### src/rtl/jhash_pkg.sv
// Shared definitions for the jhash engine scheduler: state encoding, datapath widths
// and a constant-evaluable clog2.
package jhash_pkg;

   localparam int unsigned JH_DATA_W = 64;
   localparam int unsigned JH_HASH_W = 32;

   typedef enum logic [1:0] {
      ST_IDLE = 2'd0,
      ST_CLR  = 2'd1,
      ST_RUN  = 2'd2,
      ST_DONE = 2'd3
   } jh_state_e;

   function automatic int unsigned clog2(input int unsigned v);
      int unsigned r;
      r = 0;
      for (int unsigned i = 0; i < 32; i++) begin
         if ((64'd1 << i) < 64'(v)) r = i + 1;
      end
      return r;
   endfunction

endpackage

### src/rtl/jhash_rr_pick.sv
// Combinational round-robin picker: first set bit of pend searching from rr_ptr+1
// upward, wrapping modulo NCH (NCH need not be a power of two).
module jhash_rr_pick #(
   parameter int unsigned NCH = 4,
   parameter int unsigned CHW = 2
) (
   input  logic [NCH-1:0] pend,
   input  logic [CHW-1:0] rr_ptr,
   output logic           any,
   output logic [CHW-1:0] idx
);

   always_comb begin
      int unsigned c;
      any = 1'b0;
      idx = '0;
      c   = 0;
      for (int unsigned k = 1; k <= NCH; k++) begin
         // rr_ptr < NCH, so a single conditional subtract is the modulo
         c = 32'(rr_ptr) + k;
         if (c >= NCH) c = c - NCH;
         for (int unsigned j = 0; j < NCH; j++) begin
            if (!any && (c == j) && pend[j]) begin
               any = 1'b1;
               idx = CHW'(j);
            end
         end
      end
   end

endmodule

### src/rtl/jhash_sched.sv
// Round-robin scheduler sharing one jhash engine among NCH stream requesters,
// with per-job engine clear, result hand-off over valid/ready and a stall watchdog.
module jhash_sched
   import jhash_pkg::*;
#(
   parameter int unsigned NCH     = 4,
   parameter int unsigned CHW     = 2,
   parameter int unsigned TMO_CYC = 65535
) (
   input  logic                     clk,
   input  logic                     rst,
   input  logic [NCH-1:0]           req_start,
   input  logic [NCH-1:0]           req_src_empty,
   input  logic [NCH-1:0]           req_last,
   input  logic [JH_DATA_W*NCH-1:0] req_fi,
   output logic [NCH-1:0]           req_getn,
   output logic                     eng_rst,
   output logic                     eng_ce,
   output logic                     eng_src_empty,
   output logic                     eng_last,
   output logic [JH_DATA_W-1:0]     eng_fi,
   output logic                     eng_fo_full,
   input  logic                     eng_getn,
   input  logic [JH_HASH_W-1:0]     eng_hash,
   input  logic                     eng_done,
   output logic                     res_valid,
   input  logic                     res_ready,
   output logic [CHW-1:0]           res_ch,
   output logic [JH_HASH_W-1:0]     res_hash,
   output logic                     res_err,
   output logic                     busy
);

   localparam logic            TMO_EN   = (TMO_CYC != 0);
   localparam logic [15:0]     TMO_LAST = 16'(TMO_CYC - 1);
   localparam logic [CHW-1:0]  PTR_RST  = CHW'(NCH - 1);

   jh_state_e             state_q, state_d;
   logic [NCH-1:0]        pend_q, pend_d, pend_clr;
   logic [CHW-1:0]        rr_ptr_q, rr_ptr_d;
   logic [CHW-1:0]        gnt_q, gnt_d;
   logic                  res_valid_q, res_valid_d;
   logic [CHW-1:0]        res_ch_q, res_ch_d;
   logic [JH_HASH_W-1:0]  res_hash_q, res_hash_d;
   logic                  res_err_q, res_err_d;
   logic [15:0]           tmo_cnt_q, tmo_cnt_d;
   logic                  pick_any;
   logic [CHW-1:0]        pick_idx;

   jhash_rr_pick #(.NCH(NCH), .CHW(CHW)) u_pick (
      .pend   (pend_q),
      .rr_ptr (rr_ptr_q),
      .any    (pick_any),
      .idx    (pick_idx)
   );

   always_comb begin
      state_d       = state_q;
      rr_ptr_d      = rr_ptr_q;
      gnt_d         = gnt_q;
      res_valid_d   = res_valid_q;
      res_ch_d      = res_ch_q;
      res_hash_d    = res_hash_q;
      res_err_d     = res_err_q;
      tmo_cnt_d     = tmo_cnt_q;
      pend_clr      = '0;
      eng_rst       = 1'b0;
      eng_ce        = 1'b0;
      eng_src_empty = 1'b1;
      eng_last      = 1'b0;
      eng_fi        = '0;
      req_getn      = '1;

      case (state_q)
         ST_IDLE: begin
            if (pick_any) begin
               gnt_d   = pick_idx;
               state_d = ST_CLR;
            end
         end
         ST_CLR: begin
            eng_rst   = 1'b1;
            tmo_cnt_d = '0;
            state_d   = ST_RUN;
         end
         ST_RUN: begin
            eng_ce    = 1'b1;
            tmo_cnt_d = tmo_cnt_q + 16'd1;
            for (int unsigned i = 0; i < NCH; i++) begin
               if (gnt_q == CHW'(i)) begin
                  eng_src_empty = req_src_empty[i];
                  eng_last      = req_last[i];
                  eng_fi        = req_fi[i*JH_DATA_W +: JH_DATA_W];
                  req_getn[i]   = eng_getn;
               end
            end
            // done takes priority over a same-cycle timeout
            if (eng_done) begin
               res_hash_d  = eng_hash;
               res_ch_d    = gnt_q;
               res_err_d   = 1'b0;
               res_valid_d = 1'b1;
               pend_clr    = NCH'(1) << gnt_q;
               state_d     = ST_DONE;
            end else if (TMO_EN && (tmo_cnt_q == TMO_LAST)) begin
               res_hash_d  = '0;
               res_ch_d    = gnt_q;
               res_err_d   = 1'b1;
               res_valid_d = 1'b1;
               pend_clr    = NCH'(1) << gnt_q;
               state_d     = ST_DONE;
            end
         end
         ST_DONE: begin
            if (res_valid_q && res_ready) begin
               res_valid_d = 1'b0;
               rr_ptr_d    = gnt_q;
               state_d     = ST_IDLE;
            end
         end
         default: state_d = ST_IDLE;
      endcase

      pend_d = (pend_q & ~pend_clr) | req_start;
   end

   always_ff @(posedge clk) begin
      if (rst) begin
         state_q     <= ST_IDLE;
         pend_q      <= '0;
         rr_ptr_q    <= PTR_RST;
         gnt_q       <= '0;
         res_valid_q <= 1'b0;
         res_ch_q    <= '0;
         res_hash_q  <= '0;
         res_err_q   <= 1'b0;
         tmo_cnt_q   <= '0;
      end else begin
         state_q     <= state_d;
         pend_q      <= pend_d;
         rr_ptr_q    <= rr_ptr_d;
         gnt_q       <= gnt_d;
         res_valid_q <= res_valid_d;
         res_ch_q    <= res_ch_d;
         res_hash_q  <= res_hash_d;
         res_err_q   <= res_err_d;
         tmo_cnt_q   <= tmo_cnt_d;
      end
   end

   assign res_valid   = res_valid_q;
   assign res_ch      = res_ch_q;
   assign res_hash    = res_hash_q;
   assign res_err     = res_err_q;
   assign eng_fo_full = res_valid_q;
   assign busy        = (state_q != ST_IDLE);

endmodule

### config.mk
export PLATFORM = sky130hd
export DESIGN_NAME = jhash_sched
export DESIGN_NICKNAME = d
export VERILOG_FILES = /design/src/rtl/jhash_pkg.sv /design/src/rtl/jhash_rr_pick.sv /design/src/rtl/jhash_sched.sv
export SDC_FILE = /design/constraint.sdc
export NUM_CORES = 1
export LEC_CHECK = 0
export BUFFER_PORTS_ARGS = -buffer_cell sky130_fd_sc_hd__buf_2
export CAP_MARGIN = 20
export CORE_AREA = 2 2 159 161
export DETAILED_ROUTE_END_ITERATION = 10
export DIE_AREA = 0 0 161 163
export PLACE_DENSITY = 0.45
export SLEW_MARGIN = 0
export SYNTH_ARGS = -nofsm -noshare
export SYNTH_HDL_FRONTEND = slang
export SYNTH_SLANG_ARGS = --single-unit
### constraint.sdc
create_clock -name clk -period 1.75 [get_ports clk]
set_clock_uncertainty 0.1 [all_clocks]
set_input_delay 0.175 -clock clk [delete_from_list [all_inputs] [get_ports clk]]
set_output_delay 0.175 -clock clk [all_outputs]
set_load 0.01 [all_outputs]
* After elaboration in Yosys (flattened, before gate mapping)
Cells that the tools add are included.
Word-level totals: register bits 62, input port bits 305, output and inout port bits 110, word-level logic and storage cells 185
Cells by class: add/subtract/negate cells 9, order comparisons 4, equal/unequal tests 22, shift-type cells 1, muxes and demuxes 75, bitwise logic cells 3, reduce and logical (&&, ||, !) cells 62
Operator list (count):
- 64-bit two-way mux | 5
- 32-bit by 2-bit equality test with 1-bit output (second input constant) | 8
- 32-bit two-way mux | 6
- 32-bit by 1-bit equality test with 1-bit output (second input constant) | 4
- 32-bit by 3-bit >= comparator with 1-bit output (second input constant) | 4
- 32-bit zero test | 4
- 32-bit by 3-bit subtractor with 32-bit output (second input constant) | 4
- 2-bit two-way mux | 20
- 1-bit two-way mux | 37
- 1-bit logical AND | 32
- 16-bit case mux with 2 select lines | 1
- 16-bit by 1-bit adder with 16-bit output (second input constant) | 1
- 16-bit equality test (second input constant) | 1
- 4-bit two-way mux | 4
- 1-bit zero test | 15
- 2-bit equality test (second input constant) | 4
- 2-bit case mux with 4 select lines | 1
- 2-bit nonzero test | 4
- 2-bit by 2-bit adder with 3-bit output (second input constant) | 2
- 2-bit AND reduction | 3
- 3-bit AND reduction | 2
- 2-bit by 3-bit adder with 4-bit output (second input constant) | 1
- 4-bit AND | 1
- 2-bit by 1-bit equality test with 1-bit output (second input constant) | 2
- other kinds (8) | 10

* Logic depth before layout (Yosys ltp)
Gate-level depths: netlist of the first run.
depth in word-level cells 68, mapped depth 8, mapped depth without buffers 6

* Modules after synthesis
From an unflattened synthesis of the first run, not the netlist that was laid out.
Second synthesis, totals: cells, all modules 409, area total of the unflattened synthesis 4525.6 sq um
Modules (own cells, without submodules):
- jhash_sched | instances 1, cells each 395, area each 4439.3 sq um, seq. area each 1241.2 sq um
- jhash_rr_pick | instances 1, cells each 14, area each 86.3 sq um, seq. area each 0.0 sq um

* Least setup slack after synthesis of the first run
No wires, ideal clock.
path kind register -> output, from reg gnt_q[0], to out eng_fi[41], arrival time 1.656 ns, data required time 1.475 ns, slack -0.181 ns, cell stages (with the launch flop) 6, path buffers 3, path through dfxtp_1 > clkbuf_1 > buf_4 > buf_2 > mux4_2 > and2_1
On the way: longest elaborated chain between the ends 6, elaborated cells on any way between the ends 9, classes of those cells eq/ne (3); mux (5); reduce/logical (1)
RTL lines:
- from (decl) | line jhash_sched.sv:41 | logic [CHW-1:0] gnt_q, gnt_d;
- from (signal assigned) | line jhash_sched.sv:142 | gnt_q <= gnt_d;
- 2-bit zero test | line jhash_sched.sv:90 | if (gnt_q == CHW'(i)) begin
- 64-bit two-way mux (3 in a row) | line jhash_sched.sv:90
- 64-bit two-way mux * | line jhash_sched.sv:90
- 64-bit two-way mux * | line jhash_sched.sv:74 | case (state_q)
- to (decl) | line jhash_sched.sv:21 | output logic [JH_DATA_W-1:0] eng_fi,
Mark *: on every way between the ends. The rest lies on a longest branch, timed or not.

* Final worst setup path of the first run
from reg gnt_q[0], to out eng_fi[52]
Same word-level chain as after synthesis.

==> results of run 1 <==
[final cells by class]
| type | count | area (µm²) |
|---|---|---|
| Timing Repair Buffer | 513 | 3420 |
| Antenna cell | 10 | 25.0 |
| Tap cell | 330 | 413 |
| Inverter | 10 | 37.5 |
| Clock inverter | 3 | 42.5 |
| Sequential cell | 62 | 1260 |
| Multi-Input combinational cell | 303 | 3250 |
| Clock buffer | 13 | 260 |
| Fill cell | 2542 | 16000 |
[repair_timing]
item,CTS,global route
endpoints found under the setup margin,103,119
gates cloned,6,2
gates resized for setup,63,45
hold buffers,32,0
pin swaps,35,52
endpoints found under the hold margin,32,0
buffers inserted,10,2
[stage by stage]
step	total power, µW	hold WS (ps)
5_1_grt	9380	73.7
3_3_place_gp	5930	285
6_report	8840	69.0
4_1_cts	8730	18.9
2_1_floorplan	4400	197
3_5_place_dp	5930	289
[flip-flops by register name, summed over array words and instances, names as in the netlist, 2 cells and up]
name and flops:
gnt_q 2, pend_q 4, res_ch 2, res_hash 32, rr_ptr_q 2, state_q 2
tmo_cnt_q 16
[how the worst min path moves through the flow]
stage,start,end,slack (ps),cells past startpoint
2_1_floorplan,rst,rr_ptr_q[0]$_SDFFE_PP1P_,200,2
3_3_place_gp,eng_hash[3],res_hash[3]$_SDFFE_PP0P_,280,2
3_5_place_dp,eng_hash[14],res_hash[14]$_SDFFE_PP0P_,290,2
4_1_cts,req_start[3],pend_q[3]$_SDFF_PP0_,20,3
5_1_grt,req_start[3],pend_q[3]$_SDFF_PP0_,70,3
6_report,req_start[3],pend_q[3]$_SDFF_PP0_,70,3
[where the power goes]
group / leakage (µW) / internal [µW] / switching, µW
sequential: 0.000509 / 1570 / 157
clock: 0.000146 / 1180 / 623
combinational: 0.00342 / 3190 / 2130
total: 0.00407 / 5930 / 2910
[metal layers]
metal	routed length, µm	global-route usage [%]	vias to the layer above
met2	11600	28.4	232
met3	1520	3.95	28
met4	471	4.67	2
met1	8710	18.5	2552
met5	13	0	-
li1	-	-	2566
[cell usage in the layout, fill, tap and decap left out, drive strengths merged, types with 2 or more instances in the layout]
master and n:
nor4 2, ha 6, o21a 2, o21ai 6
nor3 6, o31ai 2, mux2i 2, a311oi 2
a21oi 8, and2 66, a22o 32, clkbuf 15
buf 479, xnor2 5, nor2 29, o21bai 2
diode 10, nand2b 4, dfxtp 62, dlygate4sd3 32
or2 2, xor2 6, nand3 7, or3 3
nand2 13, mux4 66, nor3b 3, a211oi 4
and4 2, nand4 10, inv 10
[cell families after synthesis]
kind of cell / Yosys count / share of synthesized area, %
muxes: 68 / 33.1
adders and majority gates: 6 / 1.65
DFF: 62 / 27.3
and+or+nand+nor: 152 / 19.1
xor gates and xnor gates: 11 / 2.12
buffers and inverters: 48 / 4.92
AOI/OAI and AO/OA: 66 / 11.8
[tightest hold or removal path: stages]
cell      delay, ps
buf_2           110
nor2_1          110
a211oi_2         60
==> impl_results.md, run 1 <==
* Seq/Total Area, Yosys at 27.3%
* Synthesis-stage register bit count at 62
* TritonCTS clock tree: built
* Routed Antenna Nets at 0
* Finished Layout Cells at 1244
* Post-synth top cells: and2_1 (66), mux4_2 (66), dfxtp_1 (62), a22o_1 (32), nor2_1 (29)
* Root Driver: clkbuf_16
* Slew Limit Fails at 0
* Period utilization at 121%
* Unrepaired setup endpoints after global routing: true
* Crit path largest cell delay at 480 ps
* Final core utilization at 35.3%
* Critical path endpoint category: output port
* Total Wirelength at between 20000 and 25000 µm
* Syn_nets at 724
* Worst R2R Path Depth at 8
* Max clock buf depth at 2
* Initial core utilization at a little under a fifth
* CTS buffer count at 9
* Largest net degree at the start of global routing at 52
* Avg Inst Size Synth at between 10 and 15 µm²
* Max IR drop VDD at 0.525 mV
* Ys async rst share at 0%
* Netlist Area Pre-Place at 4550 µm²
* Worst-margin pin slew at 465 ps
* Final hold violations at 0
* Final TNS setup at -20160 ps
* WL per Instance at between 15 and 20 µm
* Total GRT Usage at 15.8%
* Most used cell, CP: buf_12
* Worst Path Arrival at ~1800 ps
* Number of global-route vias before repair at 5395
* IO Count at 415
* Leading area contributor after synthesis: mux4_2
* Total die area at 26200 µm²
* Worst-path clk slew at 60 ps
* Main area contributors after synthesis: mux4_2 (33%), dfxtp_1 (27%), and2_1 (9.1%), a22o_1 (6.2%), nor2_1 (2.4%)
* H-tree levels at 3
* Crit path capture: eng_fi[52]
* Pwr Density at 1010 nW/µm²
* GRT overflow at 0
* Nets at 1210
* Worst skew pair latency at 330 ps
* Synth top area share at 32.6%
* Kind of cell adding the most delay to the critical path: buffers and inverters
* Peak Freq at 474 MHz
* Hold Path Class: in2reg
* DR iter-0 viols at 220
* Via-to-Cell Ratio at approximately 4.3
* Layout cells sized above 1 at 69.1%
* Critical Path Source: gnt_q[0]$_SDFFE_PP0P_
* Max-cap violation count at 0
* Die H at 163 µm
* Synth Warn # at 0
* Total leakage power at 0.00407 µW
* HPWL Detailed at 17500 µm
* Ys flop type: dfxtp_1
* Placed cells at 1166
* Antenna violations before repair at 9
* Post-synth EDFFs at 0
* Required time worst endpoint at 1470 ps
* Final worst setup slack at -360 ps
* GPL Wtd Cong at 0.817
* Detailed-route DRC error count at 0
* First-pass GRT wire length at 31800 µm
* Critical path class: reg2out
* Final Setup Violations at 70
* Max FO, Critical Path at 6
* Cell Chain, Critical Path: buf_12, buf_12, buf_16, mux4_2, and2_1, buf_2
* WP buf/inv at 4
* Final design area excluding fillers at 8720 µm²
* Initial DRT Pass Iterations at 4
* Worst R2R End: res_hash[23]$_SDFFE_PP0P_
* Pre-CTS setup slack at -124 ps
* Via Count at 5380
* Sinks on Clock Net at 62
* Die Wd at 161 µm
* Startpoint types: register
* R2R Setup Slk at 20 ps
* Area Overhead vs Synth at 91.4%
* FP Rows at 58
* Origin of the critical flop-to-flop path: tmo_cnt_q[0]$_SDFFE_PP0P_
* Crit-path slowest cell: mux4_2
* Cells after Synth at 413
* Core Region at 24700 µm²
* Min cycle time layout at 2110 ps
* Failing checks: negative setup slack
* Port bufs at 414
* Unique masters post-synth at 49
* Max-slew headroom at 68.7%
* Status: finished, violations left
* Post-DP Area at 7330 µm²
* Worst path depth at 6
(Power assumes the default switching activity.)
==> inputs of run 2 (changes only) <==
--- a/config.mk
+++ b/config.mk
@@ -15,3 +15,4 @@
 export SYNTH_ARGS = -nofsm -noshare
 export SYNTH_HDL_FRONTEND = slang
 export SYNTH_SLANG_ARGS = --single-unit
+export TNS_END_PERCENT = 50
==> constraint.sdc (replaced) <==
create_clock -name clk -period 1.75 [get_ports clk]
set_clock_uncertainty 0.1 [all_clocks]
set_input_delay 0.0875 -clock clk [delete_from_list [all_inputs] [get_ports clk]]
set_output_delay 0.0875 -clock clk [all_outputs]
set_load 0.01 [all_outputs]
==> run 2 against run 1 <==
The run still ends with negative setup slack left; sequential power about the same; critical path type unchanged; clock power grew 7%; register-to-register slack barely moved; fmax increased by 3.6%; via count up 2.2%; largest power group unchanged; flip-flop and latch count unchanged; cell area is 0.29% lower; cell count shrank 0.88%; die area unchanged; wire length rose by 2.0%; utilization fell by 0.10 points; critical endpoint is now eng_fi[26]; largest cell class unchanged; sequential share of layout area hardly changed.
==> impl_results.md, run 2 (same netlist as run 1, synthesis figures left out) <==
* Status: finished, violations left
* Failing checks: negative setup slack
* Final Setup Violations at just under 70
* Antenna violations before repair at 6
* Layout cells sized above 1 at between 60% and 70%
* Worst skew pair latency at 330 ps
* Most frequent cells in the layout: buf_2 (373), mux4_2 (66), dfxtp_1 (51)
* Via-to-Cell Ratio at 4.46
* Crit path largest cell delay at about 530 ps
* Switching Power at 2920 µW
* Worst-path clk slew at 50 ps
* Startpoint types: register
* Period utilization at 116%
* Sw frac at 32.9%
* GRT overflow at 0
* Final hold violations at 0
* Crit-path slowest cell: mux4_2
* Max clock buf depth at 2
* Kind of cell adding the most delay to the critical path: multiplexers
* Area Overhead vs Synth at 90.8%
* Total Wirelength at 22800 µm
* CTS buffer count at 9
* Final worst setup slack at -287 ps
* TritonCTS clock tree: built
* Detailed-route DRC error count at 0
* Pwr Density at 1020 nW/µm²
* Required time worst endpoint at 1560 ps
* WP buf/inv at 3
* Core Region at around 25000 µm²
* Number of global-route vias before repair at 5749
* Total die area at 26200 µm²
* Worst-margin pin slew at 481 ps
* Min cycle time layout at 2040 ps
* Largest net degree at the start of global routing at 38
* Worst Path Arrival at 1850 ps
* Cell Chain, Critical Path: buf_12, buf_16, mux4_2, and2_1, buf_2
* Hold Path Class: in2reg
* Most common cell after layout, fill and taps aside: buf_2
* Total leakage power at ~0.0041 µW
* Root Driver: clkbuf_16
* Max-slew headroom at 67.7%
* H-tree levels at 3
* Max reg flops at 32
* Max-cap violation count at 0
* Slew Limit Fails at 0
* IO Count at 415
* Cell-internal power at 5970 µW
* Max IR drop VDD at a little under 0.5 mV
* Total GRT Usage at 16.8%
* Peak Freq at approximately 500 MHz
* First-pass GRT wire length at around 33000 µm
* Sinks on Clock Net at 62
* Nets at around 1200
* Clock Power Share at 21.6%
* Die H at 163 µm
* Routed Antenna Nets at 0
* Die Wd at 161 µm
* DR iter-0 viols at about 250
* Final hold slack at 42.4 ps
* Max FO, Critical Path at 7
* FP Rows at 58
* Via Count at around 5500
* GPL Wtd Cong at between 0.9 and 1
* Combinational power share at roughly 59%
* Critical path class: reg2out
* Port bufs at 414
* Initial DRT Pass Iterations at 5
* Sequential power share at a little under a fifth
* Critical path endpoint category: output port
* Post-DP Area at 7380 µm²
* Initial core utilization at 18.5%
* HPWL Detailed at 18700 µm
* Tot Pwr at 8890 µW
* Unrepaired setup endpoints after global routing: true
* WL per Instance at roughly 18 µm
* Final core utilization at 35.2%
* Final design area excluding fillers at 8690 µm²
## run 2: cell count changes in the layout (fill, tap and decap cells not counted), moves of 3 or more
cell,change
a211oi_2,-4
and2_4,+16
a211oi_1,+4
buf_12,-4
dlygate4sd3_1,+5
buf_2,-13
buf_6,+6
buf_16,-3
diode_2,-8
buf_4,+3
and2_1,-16
## run 2: timing repair
action / in CTS / in global routing
resized for setup: 33 / 88
cloned: 0 / 3
setup buffers: 5 / 1
pin swaps: 15 / 29
endpoints found under the hold margin: 37 / 0
hold buffers: 37 / 0
endpoints found under the setup margin: 81 / 113
## run 2: cell type report
cell class / count / area [µm²]
antenna: 2 / 5.00
clock buffer: 11 / 243
tap: 330 / 413
fill: 2553 / 16000
multi-input combinational: 303 / 3260
clock inverter: 5 / 82.6
inverter: 10 / 37.5
sequential: 62 / 1260
timing repair buffer: 510 / 3390
## run 2: final timing paths
path         cells after the start                 startpoint  slack [ps]                         to
min reg2reg                      2     res_ch[0]$_SDFFE_PP0P_         350     res_ch[0]$_SDFFE_PP0P_
max                              5      gnt_q[0]$_SDFFE_PP0P_        -290                 eng_fi[26]
max reg2reg                      8  tmo_cnt_q[0]$_SDFFE_PP0P_          10       pend_q[0]$_SDFF_PP0_
min                              2                        rst          40  tmo_cnt_q[0]$_SDFFE_PP0P_
## run 2: power groups by stage
stage               registers, µW  clock network (µW)  logic, µW
global placement             1780                   0       4290
global route                 1740                2030       5640
finish                       1710                1920       5260
detailed placement           1780                   0       4280
floorplan                    1700                   0       2650
CTS                          1720                1970       4710
## run 2: routing by layer
metal  GRT usage, %  up-vias  wire, µm
li1               -     2546         -
met1           20.5     2666      9220
met2           28.9      250     11300
met3           5.32       33      1900
met4           3.61        4       366
met5              0        -        24
## run 2: through the flow
step	std cells	worst slack (ps)	TNS [ps]
after floorplan	413	-60.8	-1320
after global placement	1170	-37.1	-202
after detailed placement	1170	-51.6	-283
after CTS	1228	-341	-18270
after global routing	1232	-335	-20740
final	1233	-287	-15350
